## src/rtl/decode_stage_pkg.sv

```systemverilog
// Shared types for the decode stage.
//   common : basic scalar types (raw instruction word, datapath word, register address)
//   pipes  : control bundle, op/alu enumerations, RISC-V opcode/funct constants,
//            memory access size encodings and immediate format selector.
package common;
  typedef logic [31:0] u32;
  typedef logic [63:0] word_t;
  typedef logic [4:0]  creg_addr_t;
endpackage

package pipes;
  // OP_NOP must stay at zero so an all-zero control bundle reads as a NOP.
  typedef enum logic [5:0] {
    OP_NOP, OP_LUI, OP_AUIPC, OP_JAL, OP_JALR,
    OP_BEQ, OP_BNE, OP_BLT, OP_BGE, OP_BLTU, OP_BGEU,
    OP_LB, OP_LH, OP_LW, OP_LD, OP_LBU, OP_LHU, OP_LWU,
    OP_SB, OP_SH, OP_SW, OP_SD,
    OP_ADDI, OP_SLTI, OP_SLTIU, OP_XORI, OP_ORI, OP_ANDI, OP_SLLI, OP_SRLI, OP_SRAI,
    OP_ADD, OP_SUB, OP_SLL, OP_SLT, OP_SLTU, OP_XOR, OP_SRL, OP_SRA, OP_OR, OP_AND,
    OP_ADDIW, OP_SLLIW, OP_SRLIW, OP_SRAIW, OP_ADDW, OP_SUBW, OP_SLLW, OP_SRLW, OP_SRAW,
    OP_UNKNOWN
  } op_t;

  typedef enum logic [3:0] {
    ALU_ADD, ALU_SUB, ALU_SLL, ALU_SLT, ALU_SLTU,
    ALU_XOR, ALU_SRL, ALU_SRA, ALU_OR, ALU_AND, ALU_PASSB
  } alufunc_t;

  typedef struct packed {
    op_t        op;
    alufunc_t   alufunc;
    logic       regwrite;
    logic       memread;
    logic       memwrite;
    logic [1:0] memsize;
    logic       memunsigned;
    logic       is_branch;
    logic       is_jump;
    logic       use_rs1;
    logic       use_rs2;
    logic       is_word;
    logic       illegal;
  } control_t;

  typedef enum logic [2:0] {IMM_NONE, IMM_I, IMM_S, IMM_B, IMM_U, IMM_J} imm_sel_t;

  localparam logic [1:0] MEM_B = 2'd0;
  localparam logic [1:0] MEM_H = 2'd1;
  localparam logic [1:0] MEM_W = 2'd2;
  localparam logic [1:0] MEM_D = 2'd3;

  localparam logic [6:0] OPC_LUI     = 7'b0110111;
  localparam logic [6:0] OPC_AUIPC   = 7'b0010111;
  localparam logic [6:0] OPC_JAL     = 7'b1101111;
  localparam logic [6:0] OPC_JALR    = 7'b1100111;
  localparam logic [6:0] OPC_BRANCH  = 7'b1100011;
  localparam logic [6:0] OPC_LOAD    = 7'b0000011;
  localparam logic [6:0] OPC_STORE   = 7'b0100011;
  localparam logic [6:0] OPC_OPIMM   = 7'b0010011;
  localparam logic [6:0] OPC_OP      = 7'b0110011;
  localparam logic [6:0] OPC_OPIMM32 = 7'b0011011;
  localparam logic [6:0] OPC_OP32    = 7'b0111011;

  localparam logic [2:0] F3_ADD_SUB = 3'b000;
  localparam logic [2:0] F3_SLL     = 3'b001;
  localparam logic [2:0] F3_SLT     = 3'b010;
  localparam logic [2:0] F3_SLTU    = 3'b011;
  localparam logic [2:0] F3_XOR     = 3'b100;
  localparam logic [2:0] F3_SRL_SRA = 3'b101;
  localparam logic [2:0] F3_OR      = 3'b110;
  localparam logic [2:0] F3_AND     = 3'b111;

  localparam logic [6:0] F7_ADD = 7'b0000000;
  localparam logic [6:0] F7_SRL = 7'b0000000;
  localparam logic [6:0] F7_SUB = 7'b0100000;
  localparam logic [6:0] F7_SRA = 7'b0100000;
endpackage

```

## src/rtl/decode_stage_decode_comb.sv

```systemverilog
// decode_comb: purely combinational RV32I/RV64I instruction decoder.
// Ports:
//   instr : raw 32-bit instruction
//   ctl   : control bundle (op, alu function, memory/branch/jump flags, illegal)
//   rs1/rs2/rd : register fields, zeroed when the format does not use them
//   imm   : sign-extended immediate of the instruction's format
module decode_comb
  import common::*;
  import pipes::*;
#(
  parameter int XLEN        = 64,
  parameter bit EN_WORD_OPS = 1'b1
) (
  input  u32              instr,
  output control_t        ctl,
  output creg_addr_t      rs1,
  output creg_addr_t      rs2,
  output creg_addr_t      rd,
  output logic [XLEN-1:0] imm
);
  localparam bit IS64    = (XLEN == 64);
  localparam bit WORD_OK = EN_WORD_OPS && IS64;

  logic [6:0] opc, f7;
  logic [2:0] f3;
  logic [XLEN-1:0] imm_i, imm_s, imm_b, imm_u, imm_j;
  control_t ctl_s;
  imm_sel_t isel;
  logic wr_s, legal_s, shamt_ok;

  assign opc = instr[6:0];
  assign f3  = instr[14:12];
  assign f7  = instr[31:25];
  // RV32 shift amounts are 5 bits, so shamt[5] must be clear there.
  assign shamt_ok = IS64 || !instr[25];

  assign imm_i = {{(XLEN-12){instr[31]}}, instr[31:20]};
  assign imm_s = {{(XLEN-12){instr[31]}}, instr[31:25], instr[11:7]};
  assign imm_b = {{(XLEN-13){instr[31]}}, instr[31], instr[7], instr[30:25], instr[11:8], 1'b0};
  assign imm_j = {{(XLEN-21){instr[31]}}, instr[31], instr[19:12], instr[20], instr[30:21], 1'b0};
  if (XLEN == 64) begin : g_u64
    assign imm_u = {{32{instr[31]}}, instr[31:12], 12'h000};
  end else begin : g_u32
    assign imm_u = {instr[31:12], 12'h000};
  end

  // Opcode/funct decode into a raw bundle plus legality and immediate format.
  always_comb begin
    ctl_s = '0;
    wr_s = 1'b0;
    legal_s = 1'b0;
    isel = IMM_NONE;
    if (instr == 32'h0000_0000) begin
      legal_s = 1'b1;
    end else begin
      case (opc)
        OPC_LUI:   begin legal_s = 1'b1; wr_s = 1'b1; isel = IMM_U; ctl_s.op = OP_LUI; ctl_s.alufunc = ALU_PASSB; end
        OPC_AUIPC: begin legal_s = 1'b1; wr_s = 1'b1; isel = IMM_U; ctl_s.op = OP_AUIPC; end
        OPC_JAL:   begin legal_s = 1'b1; wr_s = 1'b1; isel = IMM_J; ctl_s.op = OP_JAL; ctl_s.is_jump = 1'b1; end
        OPC_JALR: begin
          legal_s = (f3 == 3'b000); wr_s = 1'b1; isel = IMM_I;
          ctl_s.op = OP_JALR; ctl_s.is_jump = 1'b1; ctl_s.use_rs1 = 1'b1;
        end
        OPC_BRANCH: begin
          legal_s = 1'b1; isel = IMM_B;
          ctl_s.is_branch = 1'b1; ctl_s.use_rs1 = 1'b1; ctl_s.use_rs2 = 1'b1;
          case (f3)
            3'b000:  begin ctl_s.op = OP_BEQ;  ctl_s.alufunc = ALU_SUB;  end
            3'b001:  begin ctl_s.op = OP_BNE;  ctl_s.alufunc = ALU_SUB;  end
            3'b100:  begin ctl_s.op = OP_BLT;  ctl_s.alufunc = ALU_SLT;  end
            3'b101:  begin ctl_s.op = OP_BGE;  ctl_s.alufunc = ALU_SLT;  end
            3'b110:  begin ctl_s.op = OP_BLTU; ctl_s.alufunc = ALU_SLTU; end
            3'b111:  begin ctl_s.op = OP_BGEU; ctl_s.alufunc = ALU_SLTU; end
            default: legal_s = 1'b0;
          endcase
        end
        OPC_LOAD: begin
          legal_s = 1'b1; wr_s = 1'b1; isel = IMM_I;
          ctl_s.memread = 1'b1; ctl_s.use_rs1 = 1'b1;
          case (f3)
            3'b000:  begin ctl_s.op = OP_LB;  ctl_s.memsize = MEM_B; end
            3'b001:  begin ctl_s.op = OP_LH;  ctl_s.memsize = MEM_H; end
            3'b010:  begin ctl_s.op = OP_LW;  ctl_s.memsize = MEM_W; end
            3'b011:  begin ctl_s.op = OP_LD;  ctl_s.memsize = MEM_D; legal_s = IS64; end
            3'b100:  begin ctl_s.op = OP_LBU; ctl_s.memsize = MEM_B; ctl_s.memunsigned = 1'b1; end
            3'b101:  begin ctl_s.op = OP_LHU; ctl_s.memsize = MEM_H; ctl_s.memunsigned = 1'b1; end
            3'b110:  begin ctl_s.op = OP_LWU; ctl_s.memsize = MEM_W; ctl_s.memunsigned = 1'b1; legal_s = IS64; end
            default: legal_s = 1'b0;
          endcase
        end
        OPC_STORE: begin
          legal_s = 1'b1; isel = IMM_S;
          ctl_s.memwrite = 1'b1; ctl_s.use_rs1 = 1'b1; ctl_s.use_rs2 = 1'b1;
          case (f3)
            3'b000:  begin ctl_s.op = OP_SB; ctl_s.memsize = MEM_B; end
            3'b001:  begin ctl_s.op = OP_SH; ctl_s.memsize = MEM_H; end
            3'b010:  begin ctl_s.op = OP_SW; ctl_s.memsize = MEM_W; end
            3'b011:  begin ctl_s.op = OP_SD; ctl_s.memsize = MEM_D; legal_s = IS64; end
            default: legal_s = 1'b0;
          endcase
        end
        OPC_OPIMM: begin
          legal_s = 1'b1; wr_s = 1'b1; isel = IMM_I; ctl_s.use_rs1 = 1'b1;
          case (f3)
            F3_ADD_SUB: begin ctl_s.op = OP_ADDI;  ctl_s.alufunc = ALU_ADD;  end
            F3_SLT:     begin ctl_s.op = OP_SLTI;  ctl_s.alufunc = ALU_SLT;  end
            F3_SLTU:    begin ctl_s.op = OP_SLTIU; ctl_s.alufunc = ALU_SLTU; end
            F3_XOR:     begin ctl_s.op = OP_XORI;  ctl_s.alufunc = ALU_XOR;  end
            F3_OR:      begin ctl_s.op = OP_ORI;   ctl_s.alufunc = ALU_OR;   end
            F3_AND:     begin ctl_s.op = OP_ANDI;  ctl_s.alufunc = ALU_AND;  end
            F3_SLL: begin
              ctl_s.op = OP_SLLI; ctl_s.alufunc = ALU_SLL;
              legal_s = (instr[31:26] == 6'b000000) && shamt_ok;
            end
            F3_SRL_SRA: begin
              ctl_s.op = instr[30] ? OP_SRAI : OP_SRLI;
              ctl_s.alufunc = instr[30] ? ALU_SRA : ALU_SRL;
              legal_s = ({instr[31], instr[29:26]} == 5'b00000) && shamt_ok;
            end
            default: legal_s = 1'b0;
          endcase
        end
        OPC_OP: begin
          legal_s = 1'b1; wr_s = 1'b1; ctl_s.use_rs1 = 1'b1; ctl_s.use_rs2 = 1'b1;
          case ({f7, f3})
            {F7_ADD, F3_ADD_SUB}: begin ctl_s.op = OP_ADD;  ctl_s.alufunc = ALU_ADD;  end
            {F7_SUB, F3_ADD_SUB}: begin ctl_s.op = OP_SUB;  ctl_s.alufunc = ALU_SUB;  end
            {F7_ADD, F3_SLL}:     begin ctl_s.op = OP_SLL;  ctl_s.alufunc = ALU_SLL;  end
            {F7_ADD, F3_SLT}:     begin ctl_s.op = OP_SLT;  ctl_s.alufunc = ALU_SLT;  end
            {F7_ADD, F3_SLTU}:    begin ctl_s.op = OP_SLTU; ctl_s.alufunc = ALU_SLTU; end
            {F7_ADD, F3_XOR}:     begin ctl_s.op = OP_XOR;  ctl_s.alufunc = ALU_XOR;  end
            {F7_SRL, F3_SRL_SRA}: begin ctl_s.op = OP_SRL;  ctl_s.alufunc = ALU_SRL;  end
            {F7_SRA, F3_SRL_SRA}: begin ctl_s.op = OP_SRA;  ctl_s.alufunc = ALU_SRA;  end
            {F7_ADD, F3_OR}:      begin ctl_s.op = OP_OR;   ctl_s.alufunc = ALU_OR;   end
            {F7_ADD, F3_AND}:     begin ctl_s.op = OP_AND;  ctl_s.alufunc = ALU_AND;  end
            default:              legal_s = 1'b0;
          endcase
        end
        OPC_OPIMM32: begin
          legal_s = WORD_OK; wr_s = 1'b1; isel = IMM_I;
          ctl_s.use_rs1 = 1'b1; ctl_s.is_word = 1'b1;
          case (f3)
            F3_ADD_SUB: begin ctl_s.op = OP_ADDIW; ctl_s.alufunc = ALU_ADD; end
            F3_SLL: begin
              ctl_s.op = OP_SLLIW; ctl_s.alufunc = ALU_SLL;
              if (f7 != F7_ADD) legal_s = 1'b0;
              else legal_s = WORD_OK;
            end
            F3_SRL_SRA: begin
              ctl_s.op = instr[30] ? OP_SRAIW : OP_SRLIW;
              ctl_s.alufunc = instr[30] ? ALU_SRA : ALU_SRL;
              if ((f7 != F7_SRL) && (f7 != F7_SRA)) legal_s = 1'b0;
              else legal_s = WORD_OK;
            end
            default: legal_s = 1'b0;
          endcase
        end
        OPC_OP32: begin
          legal_s = WORD_OK; wr_s = 1'b1;
          ctl_s.use_rs1 = 1'b1; ctl_s.use_rs2 = 1'b1; ctl_s.is_word = 1'b1;
          case ({f7, f3})
            {F7_ADD, F3_ADD_SUB}: begin ctl_s.op = OP_ADDW; ctl_s.alufunc = ALU_ADD; end
            {F7_SUB, F3_ADD_SUB}: begin ctl_s.op = OP_SUBW; ctl_s.alufunc = ALU_SUB; end
            {F7_ADD, F3_SLL}:     begin ctl_s.op = OP_SLLW; ctl_s.alufunc = ALU_SLL; end
            {F7_SRL, F3_SRL_SRA}: begin ctl_s.op = OP_SRLW; ctl_s.alufunc = ALU_SRL; end
            {F7_SRA, F3_SRL_SRA}: begin ctl_s.op = OP_SRAW; ctl_s.alufunc = ALU_SRA; end
            default:              legal_s = 1'b0;
          endcase
        end
        default: legal_s = 1'b0;
      endcase
    end
  end

  // Final bundle: illegal words collapse to UNKNOWN with no side effects;
  // unused register fields are zeroed so hazard compares never hit them.
  always_comb begin
    ctl = '0;
    rs1 = 5'd0;
    rs2 = 5'd0;
    rd  = 5'd0;
    imm = '0;
    if (legal_s) begin
      ctl = ctl_s;
      ctl.regwrite = wr_s && (instr[11:7] != 5'd0);
      rs1 = ctl_s.use_rs1 ? instr[19:15] : 5'd0;
      rs2 = ctl_s.use_rs2 ? instr[24:20] : 5'd0;
      rd  = wr_s ? instr[11:7] : 5'd0;
      case (isel)
        IMM_I:   imm = imm_i;
        IMM_S:   imm = imm_s;
        IMM_B:   imm = imm_b;
        IMM_U:   imm = imm_u;
        IMM_J:   imm = imm_j;
        default: imm = '0;
      endcase
    end else begin
      ctl.op = OP_UNKNOWN;
      ctl.illegal = 1'b1;
    end
  end
endmodule

```

## src/rtl/decode_stage.sv

```systemverilog
// decode_stage: registered decode stage with valid/ready handshake.
// Ports:
//   clk, reset            : clock, synchronous active-high reset
//   in_valid/in_ready     : fetch-side handshake; in_instr, in_pc carry the word
//   flush                 : drops the held bundle and any same-cycle input
//   out_valid/out_ready   : execute-side handshake
//   out_ctl, out_rs1/rs2/rd, out_imm, out_pc : registered decoded bundle
//   illegal_cnt           : saturating count of delivered illegal bundles
module decode_stage
  import common::*;
  import pipes::*;
#(
  parameter int XLEN        = 64,
  parameter bit EN_WORD_OPS = 1'b1,
  parameter int CNT_W       = 16
) (
  input  logic             clk,
  input  logic             reset,
  input  logic             in_valid,
  output logic             in_ready,
  input  u32               in_instr,
  input  logic [XLEN-1:0]  in_pc,
  input  logic             flush,
  output logic             out_valid,
  input  logic             out_ready,
  output control_t         out_ctl,
  output creg_addr_t       out_rs1,
  output creg_addr_t       out_rs2,
  output creg_addr_t       out_rd,
  output logic [XLEN-1:0]  out_imm,
  output logic [XLEN-1:0]  out_pc,
  output logic [CNT_W-1:0] illegal_cnt
);
  control_t dec_ctl;
  creg_addr_t dec_rs1, dec_rs2, dec_rd;
  logic [XLEN-1:0] dec_imm;
  logic take;

  decode_comb #(.XLEN(XLEN), .EN_WORD_OPS(EN_WORD_OPS)) u_dec (
    .instr (in_instr),
    .ctl   (dec_ctl),
    .rs1   (dec_rs1),
    .rs2   (dec_rs2),
    .rd    (dec_rd),
    .imm   (dec_imm)
  );

  // Accept whenever the register is empty or being drained this cycle.
  assign in_ready = !out_valid || out_ready;
  assign take     = in_valid && in_ready;

  // Output register, handshake/flush control and illegal counter.
  always_ff @(posedge clk) begin
    if (reset) begin
      out_valid   <= 1'b0;
      out_ctl     <= '0;
      out_rs1     <= 5'd0;
      out_rs2     <= 5'd0;
      out_rd      <= 5'd0;
      out_imm     <= '0;
      out_pc      <= '0;
      illegal_cnt <= '0;
    end else begin
      // The delivery handshake still happens on a flush cycle, so it counts.
      if (out_valid && out_ready && out_ctl.illegal && (illegal_cnt != {CNT_W{1'b1}}))
        illegal_cnt <= illegal_cnt + {{(CNT_W-1){1'b0}}, 1'b1};
      if (flush) begin
        out_valid <= 1'b0;
      end else if (take) begin
        out_valid <= 1'b1;
        out_ctl   <= dec_ctl;
        out_rs1   <= dec_rs1;
        out_rs2   <= dec_rs2;
        out_rd    <= dec_rd;
        out_imm   <= dec_imm;
        out_pc    <= in_pc;
      end else if (out_ready) begin
        out_valid <= 1'b0;
      end
    end
  end
endmodule
```

## config.mk

```make
export PLATFORM = sky130hd
export DESIGN_NAME = decode_stage
export DESIGN_NICKNAME = d
export VERILOG_FILES = /design/src/rtl/decode_stage_pkg.sv /design/src/rtl/decode_stage_decode_comb.sv /design/src/rtl/decode_stage.sv
export SDC_FILE = /design/constraint.sdc
export NUM_CORES = 1
export LEC_CHECK = 0
export CORE_UTILIZATION = 25
export DETAILED_ROUTE_END_ITERATION = 6
export PLACE_DENSITY = 0.48
export SLEW_MARGIN = 20
export SYNTH_ARGS = -nofsm -noshare
export SYNTH_HDL_FRONTEND = slang
export SYNTH_SLANG_ARGS = --single-unit
```

## constraint.sdc

```tcl
create_clock -name clk -period 2.84 [get_ports clk]
set_input_delay 0.426 -clock clk [delete_from_list [all_inputs] [get_ports clk]]
set_output_delay 0.426 -clock clk [all_outputs]
set_load 0.02 [all_outputs]
```

Yosys cells after proc, flatten, opt, wreduce, memory -nomap -nowiden. Index checks and enable logic that the tools add are counted.

Register bits after elaboration: 182. Bits of input ports: 101. Output and inout port bits: 183. Word-level logic and storage cells: 144.

$add $sub $neg: 1. Equality and inequality tests: 34. Multiplexer cells: 54. Bitwise logic cells: 1. Reduce and logical (&&, ||, !) cells: 34.

Operators by type and width (count): $pmux 64 s5 (1); $pmux 10 s10 (1); $pmux 10 s8 (1); $pmux 6 s11 (1); $mux 64 (1); $pmux 10 s5 (1); $pmux 8 s6 (1); $eq 10x3->1 const B (4); $pmux 5 s7 (1); $logic_not 32->1 (1); $mux 5 (6); $pmux 10 s3 (1); $eq 7x6->1 const B (4); $pmux 4 s6 (1); $mux 1 (23); $eq 7x5->1 const B (3); $eq 7x7->1 const B (3); $eq 10x2->1 const B (2); $eq 10x9->1 const B (2); $mux 10 (2); $pmux 5 s4 (1); $eq 3x3->1 const B (6); $add 16x1->16 const B (1); $ne 16x16->1 const B (1); 36 further kinds (55).

Longest topological paths before layout. Gate-level depths: netlist of the first run.

Depth in word-level cells: 7. Depth in mapped cells: 10. Gate-level depth less buffers: 6.

Cells and area by module. From an unflattened synthesis of the first run, not the netlist that was laid out.

Cells, all modules: 1226. Area, all modules: 8867.3 µm².

Modules (own cells, without submodules): decode_stage (times used 1, cells each 817, area an instance 6468.7 µm², seq. area each 3643.5 µm²); decode_comb (times used 1, cells each 409, area an instance 2398.6 µm², seq. area each 0.0 µm²).

Worst setup path before layout of the first run. Ideal clock, no wire load.

Kind: input to register. Start point: input in_instr[4]. End point: register out_rd[4]. Setup time: 0.067 ns. Arrival time: 2.240 ns. Data required time: 2.773 ns. Slack: 0.533 ns. Stages: 9. Buffers on the path: 3. Cell sequence: buf_2 and2b_1 nand4b_4 or4b_4 and3_4 buf_6 a21o_4 buf_8 o21ai_2.

Cells in the longest elaborated chain, start to end: 6. Elaborated cells between the ends (all ways): 20. Those cells by class: eq/ne: 11; mux: 6; reduce/logical: 3.

Ends and longest elaborated chain: start: declaration (line decode_stage.sv:21) `input u32 in_instr,`; $eq 7x6->1, or another cell as far along (line decode_stage_decode_comb.sv:56) `case (opc)`; $reduce_or 9->1 (no line); $mux 1 (line decode_stage_decode_comb.sv:56); $mux 1 (line decode_stage_decode_comb.sv:53) `if (instr == 32'h0000_0000) begin`; $mux 5 (line decode_stage_decode_comb.sv:188) `rd = wr_s ? instr[11:7] : 5'd0;`; $mux 5 (*) (line decode_stage_decode_comb.sv:183) `if (legal_s) begin`; end signal: assignment (line decode_stage.sv:74) `out_rd <= dec_rd;`; end: declaration (line decode_stage.sv:29) `output creg_addr_t out_rd,`.

Every way passes the cells marked *; elsewhere a longest branch is shown, timed or not. A chain may end at the register's enable or synchronous reset.

Worst setup path in the final report of the first run.
Start point: input in_instr[14]. End point: register out_imm[6].

Cells in the longest elaborated chain, start to end: 6. Elaborated cells between the ends (all ways): 41. Those cells by class: eq/ne: 21; mux: 12; reduce/logical: 8.

Ends and longest elaborated chain: $eq 10x2->1, or another cell as far along (line decode_stage_decode_comb.sv:125) `case ({f7, f3})`; $reduce_or 10->1 (no line), or another cell as far along; $mux 1, on equally long branches; $pmux 1 s9 (line decode_stage_decode_comb.sv:56); $mux 1 (line decode_stage_decode_comb.sv:53); $mux 64 (*) (line decode_stage_decode_comb.sv:183); end signal: assignment (line decode_stage.sv:75) `out_imm <= dec_imm;`; end: declaration (line decode_stage.sv:30) `output logic [XLEN-1:0] out_imm,`.

Marks and branches as above.

==> metrics, run 1 <==
outcome finished clean; worst hold path startpoint reset; PortBufs between 200 and 300; Leak Pwr between 3 and 4 nW; total area of multi-input combinational cells between 3000 and 4000 µm²; hold depth 2; CTS tree done; I/O pin cnt 284; Power Total around 5.2 mW; required arrival time at the worst endpoint ~3.2 ns; worst slew pin tran 0.776 ns; Maximum Capacitance Violations 0; final-report hold violation count 0; count of hold buffers inserted by post-cts repair 0; starting density of the core between 20% and 30%; worst setup path class primary input to flop; register clock-pin slew on the reported worst setup and hold paths approximately 0.080 ns; number of synthesized register bits 150; peak ir drop on the vdd network 0.000317 V; overall die height around 170 µm; maximum number of pins on one net before global-route repair between 70 and 80; final net count 1296; syn_area_per_cell roughly 7.9 µm²; first-pass detailed-route iteration total 5; Overall Global Routing Usage a little under a fifth; R2R cell count 6; Area Overhead vs Synth 57.7%; Resized Gates After CTS 0; number of different library cells in the post-synthesis netlist 74; wire length of the first global-routing pass ~42000 µm; Final HPWL DP 20600 µm; crit path DAT roughly 2.9 ns; DP Area roughly 11000 µm²; share of cells above drive strength 1 roughly 13%; headroom to the max-slew limit roughly half; fin. max-slew vios 0; critical path peak fanout 7; category of the worst setup path capture point flop; FILL cells 2949; Post-CTS Setup Repair Bufs 0; cell area after layout 11200 µm²; most frequently used flop master after synthesis sky130_fd_sc_hd__dfxtp_1; Setup violations, final 0; post-route clock period utilization a little over 90%; accumulated negative setup slack 0 ns; kind of path behind the tightest hold check primary input to flop; post-route DRC violation count 0; weighted congestion reported at the end of routability-driven placement 0.893; sequential standard cell area roughly 3000 µm²; Non-Filler Instances around 1600; clock sink count 150; capture point of the worst reg-to-reg path illegal_cnt[14]; drt wl/cell around 18 µm; type of element launching the critical path primary input; endpoint with the worst hold slack out_pc[28]; Yosys warnings 0; placeable core region 27800 µm²; number of placed instances, taps included 1553; fraction of the yosys area taken by sequential cells a little over two fifths; DR vias approximately 7500; Ant. Diodes 0; Post-Syn Nets about 1000; asr flop ratio synth 0%; total standard cell area after synthesis about 7000 µm²; clock latency at the later pin of the worst-skew pair 0.43 ns; Post-synth EDFFs 0; worst hold slack across all endpoints 0.436 ns; Worst Skew 0.0129 ns; standard-cell row count 61; die footprint between 20000 and 30000 µm²; most frequent standard cell in the layout excluding fill and tap cells sky130_fd_sc_hd__clkdlybuf4s50_1; post-detailed-routing wire length roughly 28000 µm; min Tclk post-route 2.60 ns; CTS Root Cell sky130_fd_sc_hd__clkbuf_16; startpoint of the worst-slack reg-to-reg timing path illegal_cnt[4]; CTS Buf Count 17; Horiz. Die Dim 170 µm; vias in the first global route between 7000 and 8000; commonest cells after routing, fill and taps aside 282 x sky130_fd_sc_hd__clkdlybuf4s50_1, 209 x sky130_fd_sc_hd__nand2_1, 150 x sky130_fd_sc_hd__dfxtp_1, 97 x sky130_fd_sc_hd__a21oi_1, 90 x sky130_fd_sc_hd__buf_4; initial antenna violation count 1; minimum setup slack among reg-to-reg paths 0.94 ns; power density normalized to cell area between 400 and 500 nW/µm²; Cells after Synth 900; Iter 0 DRT Violations about 650; unrepaired setup endpoints after global routing false; number of nets with antenna violations after routing 0; cell taking the most area after synthesis sky130_fd_sc_hd__dfxtp_1; worst slack after detailed placement -0.213 ns; Finished Core Util between 40% and 50%; area share of the largest cell type after synthesis a little over two fifths; setup ws final roughly 0.24 ns; ratio of routed vias to standard cells approximately 4.7; maximum buffer depth of the clock tree 2; count of H-tree levels built during CTS 4; Max Freq approximately 380 MHz; aggregate global routing overflow 0; largest cells by area after synthesis sky130_fd_sc_hd__dfxtp_1 42%, sky130_fd_sc_hd__nand2_1 11%, sky130_fd_sc_hd__a21oi_1 6.9%
[per-layer routing]
layer  wire length (µm)  track usage (%)  vias to the layer above
met4                659             6.89                        2
met1              12000             23.0                     3436
met3               2320             5.84                       46
li1                   -                -                     3701
met5                 13                0                        -
met2              12900             31.1                      304
[synth_stat cells, types with 6 or more instances]
cell type / n
sky130_fd_sc_hd__nand4_1: 14
sky130_fd_sc_hd__nand3_1: 24
sky130_fd_sc_hd__nor3_1: 15
sky130_fd_sc_hd__xor2_1: 15
sky130_fd_sc_hd__o21ai_2: 9
sky130_fd_sc_hd__nand2_1: 210
sky130_fd_sc_hd__and2_1: 11
sky130_fd_sc_hd__inv_1: 6
sky130_fd_sc_hd__dfxtp_1: 150
sky130_fd_sc_hd__nor2_1: 36
sky130_fd_sc_hd__a22o_1: 7
sky130_fd_sc_hd__buf_4: 34
sky130_fd_sc_hd__nand2b_1: 8
sky130_fd_sc_hd__a21oi_1: 98
sky130_fd_sc_hd__buf_2: 7
sky130_fd_sc_hd__and3_1: 9
sky130_fd_sc_hd__a22oi_1: 10
sky130_fd_sc_hd__nor2b_1: 9
sky130_fd_sc_hd__a211oi_1: 8
sky130_fd_sc_hd__clkbuf_1: 47
sky130_fd_sc_hd__buf_1: 8
sky130_fd_sc_hd__o21ai_0: 53
sky130_fd_sc_hd__nor4_1: 10
sky130_fd_sc_hd__a31o_2: 7
[layout make-up]
| class | instances | share of cell area, % |
|---|---|---|
| clock buffer | 18 | 3.85 |
| clock inverter | 14 | 1.39 |
| inverter | 6 | 0.202 |
| multi-input combinational | 644 | 31.6 |
| sequential | 150 | 26.9 |
| tap | 378 | 4.24 |
| timing repair buffer | 375 | 31.8 |
[state kept, by name, summed over array words and instances, names as in the netlist]
signal       count
out_rs2          5
out_rd           5
illegal_cnt     16
out_imm         32
out_rs1          5
out_ctl         22
out_valid        1
out_pc          64
[worst max path at each step]
stage | start | end | slack (ns) | cells after the start
after floorplan | in_instr[4] | out_rd[4] | 0.53 | 9
after global placement | in_instr[14] | out_imm[10] | -0.23 | 8
after detailed placement | in_instr[14] | out_imm[10] | -0.21 | 8
after CTS | in_instr[14] | out_imm[10] | 0.24 | 8
after global routing | in_instr[6] | out_ctl[19] | 0.13 | 8
final | in_instr[14] | out_imm[6] | 0.24 | 8
[where the power goes]
group,switching [mW],leakage [nW],internal [mW],total [mW]
clock,1.08,0.277,1.25,2.33
sequential,0.0245,1.22,2.15,2.17
combinational,0.377,2.49,0.338,0.715
[worst max-delay path, cell delays in order]
cell,delay [ns]
sky130_fd_sc_hd__clkdlybuf4s50_1,0.63
sky130_fd_sc_hd__buf_4,0.18
sky130_fd_sc_hd__xor2_1,0.27
sky130_fd_sc_hd__o21ai_0,0.15
sky130_fd_sc_hd__o2bb2ai_1,0.16
sky130_fd_sc_hd__or4_4,0.50
sky130_fd_sc_hd__or2_1,0.33
sky130_fd_sc_hd__a32o_1,0.28
[kinds of logic (layout without fill, tap and decap cells)]
logic type,after synthesis,after routing,synth area share [%]
simple gates,374,374,24.9
compound gates,248,248,22.0
buf+inv,106,413,7.85
mux,1,1,0.142
flops,150,150,42.5
fa+ha+maj,1,1,0.177
xor+xnor,20,20,2.48
Note: power is estimated with default switching activity, not from simulation.
==> run 2, diff against run 1 <==
CAP_MARGIN = 30   (was default)
==> results of run 2 <==
Same layout as run 1: the final DEF is identical, and so are final timing and power.
==> run 3, diff against run 2 <==
clock period = 3.1 ns   (was 2.84 ns; I/O delays follow)
==> run 3 against run 2 <==
Compared with the run above:
- flip-flop and latch count unchanged
- sequential power decreased by 8%
- design area decreased by 2.4%
- global-route usage about the same
- highest routed layer is now met4
==> metrics, run 3 (synthesis results as in run 1) <==
post-route clock period utilization 85.1%; number of nets with antenna violations after routing 0 (unchanged); starting density of the core 25.5% (unchanged); maximum number of pins on one net before global-route repair 82 (+15%); Resized Gates After CTS 0 (unchanged); register bank with the most flops out_pc; sequential standard cell area 3000 µm² (unchanged); clock sink count 150 (unchanged); required arrival time at the worst endpoint 3.40 ns (+0.24 ns); unrepaired setup endpoints after global routing false; standard-cell row count 61 (unchanged); total area of multi-input combinational cells 3530 µm² (unchanged); Worst Skew 0.0108 ns (-0.00203 ns); fin. max-slew vios 0 (unchanged); flip-flop count of the largest register, all copies and words added 64 (unchanged); count of H-tree levels built during CTS 4 (unchanged); Max Freq 379 MHz; min Tclk post-route approximately 2.6 ns; die footprint 29000 µm² (unchanged); CTS Buf Count 17 (unchanged); Iter 0 DRT Violations 694 (+6.4%); Area Overhead vs Synth 54.0%; share of cells above drive strength 1 10.0% (-2.9 points); final-report hold violation count 0 (unchanged); power density normalized to cell area 429 nW/µm² (-8.2%); worst setup path class primary input to flop; Post-CTS Setup Repair Bufs 0 (unchanged); wire length of the first global-routing pass 41800 µm (-0.41%); count of hold buffers inserted by post-cts repair 0 (unchanged); post-detailed-routing wire length 27600 µm (-0.82%); placeable core region 27800 µm² (unchanged); outcome finished clean; crit path DAT 2.94 ns (about the same); Power Total 4.68 mW (-10%); ratio of routed vias to standard cells 4.78 (+1.2%); critical path peak fanout 18 (+11); Finished Core Util 39.2% (-0.96 points); Ant. Diodes 0 (unchanged); final net count 1260 (-2.8%); weighted congestion reported at the end of routability-driven placement 0.910 (+1.8%); clock latency at the later pin of the worst-skew pair 0.43 ns (about the same); worst slack after detailed placement 0.0563 ns (+0.269 ns); CTS Root Cell sky130_fd_sc_hd__clkbuf_16; vias in the first global route 7027 (-1.6%); CTS tree done; worst slew pin tran 0.917 ns (+0.141 ns); post-route DRC violation count 0 (unchanged); accumulated negative setup slack 0 ns (unchanged); initial antenna violation count 0 (-1); register clock-pin slew on the reported worst setup and hold paths 0.06 ns (-0.02 ns); type of element launching the critical path primary input; peak ir drop on the vdd network 0.000236 V (-26%); overall die height 170 µm (unchanged); PortBufs 283 (unchanged); FILL cells 2921 (-0.95%); aggregate global routing overflow 0 (unchanged); Overall Global Routing Usage 18.9% (+0.027 points); DR vias 7401 (-1.2%); commonest cells after routing, fill and taps aside 282 x sky130_fd_sc_hd__clkdlybuf4s50_1, 209 x sky130_fd_sc_hd__nand2_1, 150 x sky130_fd_sc_hd__dfxtp_1, 97 x sky130_fd_sc_hd__a21oi_1, 53 x sky130_fd_sc_hd__o21ai_0; category of the worst setup path capture point flop; Horiz. Die Dim 170 µm (unchanged); I/O pin cnt 284 (unchanged); headroom to the max-slew limit 38.9% (-9.4 points); setup ws final 0.462 ns (+0.226 ns); Leak Pwr 3.81 nW (-4.4%); drt wl/cell 17.8 µm (+1.6%); Maximum Capacitance Violations 0 (unchanged); maximum buffer depth of the clock tree 2 (unchanged); first-pass detailed-route iteration total 5 (unchanged); kind of path behind the tightest hold check primary input to flop; leading registers by flop count out_pc (64), out_imm (32), out_ctl (22); Setup violations, final 0 (unchanged); Final HPWL DP 20100 µm (-2.3%); most frequent standard cell in the layout excluding fill and tap cells sky130_fd_sc_hd__clkdlybuf4s50_1
[run 3: changes by cell type in the layout (fill, tap and decap cells not counted), moves of 2 or more]
cell	previous run	this run
sky130_fd_sc_hd__inv_8	3	0
sky130_fd_sc_hd__buf_4	90	52
sky130_fd_sc_hd__clkbuf_1	1	3
sky130_fd_sc_hd__clkinv_2	0	2
sky130_fd_sc_hd__buf_12	2	4
sky130_fd_sc_hd__inv_6	5	2
[run 3: worst max-delay path, cell delays in order]
cell	delay, ns
sky130_fd_sc_hd__clkdlybuf4s50_1	0.55
sky130_fd_sc_hd__nor4_1	0.54
sky130_fd_sc_hd__nand4_1	0.16
sky130_fd_sc_hd__nor4_1	0.35
sky130_fd_sc_hd__buf_4	0.20
sky130_fd_sc_hd__nand2b_1	0.23
sky130_fd_sc_hd__a21o_4	0.29
sky130_fd_sc_hd__o21ai_0	0.13
[run 3: metrics by stage]
stage               instance area [µm²]  instances  hold WS, ns
finish                            10900       1548        0.326
global route                      10900       1548        0.348
CTS                               10900       1548        0.307
detailed placement                10300       1517        0.442
global placement                  10300       1517        0.437
floorplan                          7070        900        0.525
[run 3: layout make-up]
class                      count  share of cell area, %
clock inverter                11                   1.16
multi-input combinational    644                   32.4
sequential                   150                   27.6
timing repair buffer         339                   30.3
tap                          378                   4.34
inverter                       6                  0.207
clock buffer                  20                   4.01
[run 3: layer usage]
layer  vias to the layer above  global-route usage [%]  share of wire, %
met3                        55                    5.98               8.6
li1                       3636                       -                 -
met2                       343                    30.2                45
met4                         0                    7.60               3.0
met5                         -                       0                 0
met1                      3367                    23.4                43
[run 3: worst paths after layout]
| kind | slack, ns | start | endpoint | cells past startpoint |
|---|---|---|---|---|
| max reg2reg | 1.19 | out_valid | out_ctl[16] | 6 |
| max | 0.46 | in_instr[4] | out_rd[3] | 8 |
| min | 0.33 | reset | out_imm[62] | 2 |
| min reg2reg | 0.45 | out_imm[27] | out_imm[27] | 2 |
[run 3: power by group]
group | leakage [nW] | total (mW) | switching (mW) | internal [mW]
Combinational | 2.33 | 0.633 | 0.343 | 0.291
Clock | 0.263 | 2.05 | 0.864 | 1.18
Sequential | 1.22 | 1.99 | 0.0231 | 1.97
Total | 3.81 | 4.68 | 1.23 | 3.45
